**src/rtl/flash_reader_pkg.sv**
```systemverilog
// flash_reader shared types and constants.
// State encoding, default song bounds, byteenable.
package flash_reader_pkg;

  localparam int         DEF_ADDR_W     = 23;
  localparam logic [22:0] DEF_START_ADDR = 23'h0;
  localparam logic [22:0] DEF_END_ADDR   = 23'h7FFFF;
  localparam logic [3:0]  FLASH_BYTE_EN  = 4'b1111;

  typedef enum logic [2:0] {
    IDLE,
    REQ,
    WAIT_DATA,
    HANDOFF,
    WAIT_DONE,
    STEP
  } state_t;

endpackage

```
**src/rtl/flash_reader_if.sv**
```systemverilog
// Avalon-MM read bus between flash_reader and flash.
// master: read/address/byteenable out; slave: the reverse.
interface flash_reader_if #(
  parameter int ADDR_W = 23
);

  logic              flash_mem_read;
  logic [ADDR_W-1:0] flash_mem_address;
  logic [3:0]        flash_mem_byteenable;
  logic              flash_mem_waitrequest;
  logic [31:0]       flash_mem_readdata;
  logic              flash_mem_readdatavalid;

  modport master (
    output flash_mem_read,
    output flash_mem_address,
    output flash_mem_byteenable,
    input  flash_mem_waitrequest,
    input  flash_mem_readdata,
    input  flash_mem_readdatavalid
  );

  modport slave (
    input  flash_mem_read,
    input  flash_mem_address,
    input  flash_mem_byteenable,
    output flash_mem_waitrequest,
    output flash_mem_readdata,
    output flash_mem_readdatavalid
  );

endinterface

```
**src/rtl/flash_addr_stepper.sv**
```systemverilog
// Song word-address register with wrap/restart next-address.
// In: step, forward, restart. Out: addr, at_bound.
module flash_addr_stepper
  import flash_reader_pkg::*;
#(
  parameter int              ADDR_W     = DEF_ADDR_W,
  parameter logic [ADDR_W-1:0] START_ADDR = ADDR_W'(DEF_START_ADDR),
  parameter logic [ADDR_W-1:0] END_ADDR   = ADDR_W'(DEF_END_ADDR)
) (
  input  logic              clk,
  input  logic              reset,
  input  logic              step,
  input  logic              forward,
  input  logic              restart,
  output logic [ADDR_W-1:0] addr,
  output logic              at_bound
);

  logic [ADDR_W-1:0] addr_n;
  logic [ADDR_W-1:0] target;

  // Restart and wrap both land on the boundary
  // the walk direction starts from.
  always_comb begin
    target   = forward ? START_ADDR : END_ADDR;
    at_bound = forward ? (addr == END_ADDR)
                       : (addr == START_ADDR);
    addr_n   = addr;
    if (restart)
      addr_n = target;
    else if (step)
      addr_n = at_bound ? target
             : forward  ? addr + ADDR_W'(1)
                        : addr - ADDR_W'(1);
  end

  always_ff @(posedge clk) begin
    if (reset) addr <= START_ADDR;
    else       addr <= addr_n;
  end

endmodule

```
**src/rtl/flash_reader.sv**
```systemverilog
// Avalon-MM flash read master feeding audio_player words.
// Ports: clk_50MHz, reset, play, forward, restart,
//   flash_mem (flash_reader_if.master), sample_word,
//   player_start, player_finished, song_done.
// FLASH_READER_LOOP_EN: wrap at song end, song_done tied 0.
module flash_reader
  import flash_reader_pkg::*;
#(
  parameter int              ADDR_W     = DEF_ADDR_W,
  parameter logic [ADDR_W-1:0] START_ADDR = ADDR_W'(DEF_START_ADDR),
  parameter logic [ADDR_W-1:0] END_ADDR   = ADDR_W'(DEF_END_ADDR)
) (
  input  logic                  clk_50MHz,
  input  logic                  reset,
  input  logic                  play,
  input  logic                  forward,
  input  logic                  restart,
  flash_reader_if.master        flash_mem,
  output logic [31:0]           sample_word,
  output logic                  player_start,
  input  logic                  player_finished,
  output logic                  song_done
);

`ifdef FLASH_READER_LOOP_EN
  localparam bit WRAP = 1'b1;
`else
  localparam bit WRAP = 1'b0;
`endif

  state_t state, state_n;

  logic              rst_pend;
  logic              rst_any;
  logic              step_en;
  logic              load_en;
  logic              done_set;
  logic              at_bound;
  logic [ADDR_W-1:0] addr;

  assign rst_any = restart | rst_pend;

  flash_addr_stepper #(
    .ADDR_W     (ADDR_W),
    .START_ADDR (START_ADDR),
    .END_ADDR   (END_ADDR)
  ) u_step (
    .clk      (clk_50MHz),
    .reset    (reset),
    .step     (step_en),
    .forward  (forward),
    .restart  (load_en),
    .addr     (addr),
    .at_bound (at_bound)
  );

  assign flash_mem.flash_mem_address    = addr;
  assign flash_mem.flash_mem_byteenable = FLASH_BYTE_EN;

  always_ff @(posedge clk_50MHz) begin
    if (reset) state <= IDLE;
    else       state <= state_n;
  end

  always_comb begin
    state_n                  = state;
    step_en                  = 1'b0;
    load_en                  = 1'b0;
    done_set                 = 1'b0;
    flash_mem.flash_mem_read = 1'b0;
    unique case (state)
      IDLE: begin
        load_en = rst_any;
        // A finished song parks here until restart.
        if (play && (!song_done || rst_any))
          state_n = REQ;
      end
      REQ: begin
        flash_mem.flash_mem_read = 1'b1;
        if (!flash_mem.flash_mem_waitrequest)
          state_n = WAIT_DATA;
      end
      WAIT_DATA: begin
        if (flash_mem.flash_mem_readdatavalid)
          state_n = HANDOFF;
      end
      HANDOFF: state_n = WAIT_DONE;
      WAIT_DONE: begin
        if (player_finished)
          state_n = STEP;
      end
      STEP: begin
        if (rst_any) begin
          load_en = 1'b1;
          state_n = play ? REQ : IDLE;
        end else if (at_bound && !WRAP) begin
          done_set = 1'b1;
          state_n  = IDLE;
        end else begin
          step_en = 1'b1;
          state_n = play ? REQ : IDLE;
        end
      end
      default: state_n = IDLE;
    endcase
  end

  always_ff @(posedge clk_50MHz) begin
    if (reset) begin
      rst_pend     <= 1'b0;
      sample_word  <= 32'h0;
      player_start <= 1'b0;
    end else begin
      if (load_en)      rst_pend <= 1'b0;
      else if (restart) rst_pend <= 1'b1;
      if (state == WAIT_DATA &&
          flash_mem.flash_mem_readdatavalid)
        sample_word <= flash_mem.flash_mem_readdata;
      player_start <= (state == HANDOFF);
    end
  end

`ifdef FLASH_READER_LOOP_EN
  assign song_done = 1'b0;
`else
  always_ff @(posedge clk_50MHz) begin
    if (reset)         song_done <= 1'b0;
    else if (load_en)  song_done <= 1'b0;
    else if (done_set) song_done <= 1'b1;
  end
`endif

endmodule

```
**src/flat_wrapper.sv**
```systemverilog
// flat-port wrapper written by rule: the top's interface ports become plain ports
module flash_reader_flat import flash_reader_pkg::*;
#(
  parameter int              ADDR_W     = DEF_ADDR_W,
  parameter logic [ADDR_W-1:0] START_ADDR = ADDR_W'(DEF_START_ADDR),
  parameter logic [ADDR_W-1:0] END_ADDR   = ADDR_W'(DEF_END_ADDR)
)
  (clk_50MHz, reset, play, forward, restart, sample_word, player_start, player_finished, song_done, flash_mem_flash_mem_read, flash_mem_flash_mem_address, flash_mem_flash_mem_byteenable, flash_mem_flash_mem_waitrequest, flash_mem_flash_mem_readdata, flash_mem_flash_mem_readdatavalid);
  flash_reader_if #(.ADDR_W(ADDR_W)) flash_mem_i ();
  input  logic clk_50MHz;
  input  logic reset;
  input  logic play;
  input  logic forward;
  input  logic restart;
  output logic [31:0] sample_word;
  output logic player_start;
  input  logic player_finished;
  output logic song_done;
  output wire logic [$bits(flash_mem_i.flash_mem_read)-1:0] flash_mem_flash_mem_read;
  output wire logic [$bits(flash_mem_i.flash_mem_address)-1:0] flash_mem_flash_mem_address;
  output wire logic [$bits(flash_mem_i.flash_mem_byteenable)-1:0] flash_mem_flash_mem_byteenable;
  input wire logic [$bits(flash_mem_i.flash_mem_waitrequest)-1:0] flash_mem_flash_mem_waitrequest;
  input wire logic [$bits(flash_mem_i.flash_mem_readdata)-1:0] flash_mem_flash_mem_readdata;
  input wire logic [$bits(flash_mem_i.flash_mem_readdatavalid)-1:0] flash_mem_flash_mem_readdatavalid;
  assign flash_mem_flash_mem_read = flash_mem_i.flash_mem_read;
  assign flash_mem_flash_mem_address = flash_mem_i.flash_mem_address;
  assign flash_mem_flash_mem_byteenable = flash_mem_i.flash_mem_byteenable;
  assign flash_mem_i.flash_mem_waitrequest = flash_mem_flash_mem_waitrequest;
  assign flash_mem_i.flash_mem_readdata = flash_mem_flash_mem_readdata;
  assign flash_mem_i.flash_mem_readdatavalid = flash_mem_flash_mem_readdatavalid;
  flash_reader #(.ADDR_W(ADDR_W), .START_ADDR(START_ADDR), .END_ADDR(END_ADDR)) u_core (.clk_50MHz(clk_50MHz), .reset(reset), .play(play), .forward(forward), .restart(restart), .flash_mem(flash_mem_i), .sample_word(sample_word), .player_start(player_start), .player_finished(player_finished), .song_done(song_done));
endmodule
```
**config.mk**
```make
export PLATFORM = sky130hd
export DESIGN_NAME = flash_reader_flat
export DESIGN_NICKNAME = d
export VERILOG_FILES = /design/src/rtl/flash_reader_pkg.sv /design/src/rtl/flash_reader_if.sv /design/src/rtl/flash_addr_stepper.sv /design/src/rtl/flash_reader.sv /design/src/flat_wrapper.sv
export SDC_FILE = /design/constraint.sdc
export NUM_CORES = 1
export LEC_CHECK = 0
export CORE_MARGIN = 5
export CORE_UTILIZATION = 40
export CTS_CLUSTER_DIAMETER = 150
export DETAILED_ROUTE_END_ITERATION = 8
export GPL_ROUTABILITY_DRIVEN = 0
export PLACE_DENSITY_LB_ADDON = 0.08
export SLEW_MARGIN = 0
export SYNTH_ARGS = -nofsm -noshare
export SYNTH_HDL_FRONTEND = slang
export SYNTH_SLANG_ARGS = --single-unit
```
**constraint.sdc**
```tcl
create_clock -name clk_50MHz -period 3.35 [get_ports clk_50MHz]
set_clock_uncertainty 0.15 [all_clocks]
set_input_delay 0.67 -clock clk_50MHz [delete_from_list [all_inputs] [get_ports clk_50MHz]]
set_output_delay 0.67 -clock clk_50MHz [all_outputs]
set_load 0.01 [all_outputs]
```
==> flow_summary.yaml <==
outcome:
  status: "completed"
critical_path:
  critPathLaunch: "forward"
  arrival_ps: 3070
  required_ps: 3440
  critPathLaunchType: "input pin"
  crit_type: "input pin to flip-flop"
  reg2reg_from: "u_core.u_step.addr[0]$_SDFFE_PP0P_"
  cp_slowest_cell: "mux2_2"
  cp-end-kind: "flip-flop"
  path_cells: "dlymetal6s2s_1, clkinvlp_4, buf_4, ha_1, a21oi_1, nand2_1, o2111ai_2, buf_4, o21ai_0, a31oi_1, mux2_2, a211oi_1"
  path_max_fanout: 6
  crit_top_cell: "buf_4"
  slowest_delay_ps: 360
grt:
  grt_antenna_before_repair: 0
  grt_max_degree: 40
  grt_pass1_vias: 3771
  grt_pass1_wl_um: 18470
  gr-max-usage-layer: "met2"
  grt_use_total_pct: 20.19
  grt_util_met2_pct: 33.70
  use_met1_pct: 26.72
  use_met3_pct: 4.042
  overflow: 0
route:
  via_per_inst: 5.361
  firstDrtPassIters: 5
  wl_per_cell_um: 14.94
  drc: 0
  dr_total_vias: 4042
  ant_nets: 0
  wirelength_um: 11260
  drtIter0Drc: 157
yosys:
  syn-mean-instance-area_um2: 7.661
  synth_warnings: 0
  syn_inst: 479
  synth-edff-count: 0
  syn_area_um2: 3670
  synth_cell_types: 61
  ys_seq_elements: 61
  ys.flop_type: "dfxtp_1"
  synthArstFlopShare_pct: 0
  seq_area_frac_synth_pct: 33.28
sta:
  hold_viol: 0
  setup_viol: 0
  slew_viol_final: 0
  relSlewSlack_pct: 49.43
  rsz0062_at_grt: "false"
  setup_tns_ps: 0
  post-route-min-period_ps: 2981
  fin_hold_ws_ps: 305.0
  period_share_pct: 88.98
  fin_ws_ps: 369.0
  fmax_ghz: 0.3355
  worst_pin_slew_ps: 758.6
clock_network:
  clk_transition_reported_paths_ps: 70
  clk_latency_ps: 330
  cts.sinks: 61
  clock_path_buffers: 2
  cts_max_level: 3
  postCtsHoldBufs: 0
  cts_buffers: 9
  root_buffer: "clkbuf_8"
  cts_setup_buffers: 0
  tritoncts: "done"
floorplan:
  core_area_um2: 9109
  die_width_um: 105.8
  die_area_um2: 11190
  rows: 35
  die_y_um: 105.8
  initial_core_util_pct: 40.29
  ios: 102
cells_and_area:
  final_cell_mix: "clkdlybuf4s50_1, nand2_1, buf_4"
  final_common_cell: "clkdlybuf4s50_1"
  drive_above_1_share_pct: 17.88
  synthToLayoutAreaGrowth_pct: 49.95
  fillers: 851
  diodes: 0
  final_nets: 700
pwr:
  power_switching_share_pct: 36.70
  p_switching_mw: 1.109
  combPwrFrac_pct: 47.6
  seq_power_share_pct: 30.8
  p_leak_nw: 2.150
  internal_power_mw: 1.913
  peakVddDrop_v: 0.0003097
  powerDensity_nw_per_um2: 549.1
  p_clk_share_pct: 21.6
worst_hold_path:
  holdCritStartpoint: "u_core.sample_word[2]$_SDFFE_PP0P_"
  hold_class: "flip-flop to flip-flop"
placement:
  place_ws_ps: -460.0
  hpwl_um: 8603
  portBuffers: 97
run:
  drv_cap: 0
==> cells by family after synthesis <==
group,Yosys count,synth area share [%]
flops,61,33.28
other cells,1,0.1022
buf+inv,36,4.705
fa+ha+maj,22,7.705
simple gates,194,25.50
xor+xnor,17,4.057
mux,1,0.3068
compound gates,147,24.34
==> metal layers <==
layer	wire length, um	vias up
met3	581	9
met1	5179	1894
met2	5365	111
met5	0	-
met4	134	0
li1	-	2028
==> registers in the layout, summed over array words and instances, names as in the netlist <==
signal	flops
u_core.u_step.addr	23
u_core.player_start	1
u_core.song_done	1
u_core.sample_word	32
u_core.state	3
u_core.rst_pend	1
==> per-stage QoR <==
stage                     util, %  std cells  power (mW)  cell area [um^2]
final                       60.41        754       3.022              5503
after detailed placement    57.97        738       2.355              5280
after floorplan                 -        482       1.715              3760
after CTS                   60.38        754       3.037              5500
after global placement      57.97        738       2.344              5280
after global routing        60.41        754       3.242              5503
==> cell type report <==
type	instances	area, um^2	area share, %
repair buffers	173	1539	27.97
inverters	8	33.78	0.6139
flip-flops and latches	61	1221	22.19
multi-input cells	385	2379	43.22
well taps	111	138.9	2.524
clock inverters	6	63.81	1.160
clock buffers	10	127.6	2.319
==> power groups by stage <==
stage	logic (mW)	registers, mW	clock network [mW]
floorplan	0.773	0.942	0
global placement	1.40	0.946	0
detailed placement	1.41	0.946	0
CTS	1.43	0.930	0.675
global route	1.59	0.947	0.706
finish	1.44	0.931	0.653
==> critical path: cells and delay by family <==
family / cells / cell delay, ps
simple gates: 1 / 90
buf+inv: 4 / 710
compound gates: 5 / 930
fa+ha+maj: 1 / 300
mux: 1 / 360
==> final timing paths <==
check	to	slack, ps	depth (start not counted)
max	u_core.u_step.addr[16]$_SDFFE_PP0P_	370	12
min	u_core.sample_word[2]$_SDFFE_PP0P_	310	2
max reg2reg	u_core.u_step.addr[22]$_SDFFE_PP0P_	450	9
min reg2reg	u_core.sample_word[2]$_SDFFE_PP0P_	310	2
==> cells in the mapped netlist (all sizes together) (7+ instances only) <==
cell / n / area [um^2]
clkbuf: 14 / 52.55
xnor2: 10 / 87.58
nor4: 7 / 43.79
nand4: 9 / 56.30
o21ai: 20 / 100.1
buf: 14 / 90.09
a31oi: 10 / 62.56
nand2b: 9 / 56.30
nand2: 88 / 330.3
a21o: 10 / 75.07
xor2: 7 / 61.31
dfxtp: 61 / 1221
nor3: 16 / 85.08
a21oi: 75 / 390.4
ha: 21 / 262.8
inv: 8 / 30.03
nor2: 28 / 107.6
==> what timing repair did <==
action | CTS | global route
endpoints found under the setup margin | 3 | 10
endpoints found under the hold margin | 0 | 0
pin swaps | 0 | 2
gates resized for setup | 5 | 1
Power figures use the tool's default switching activity.
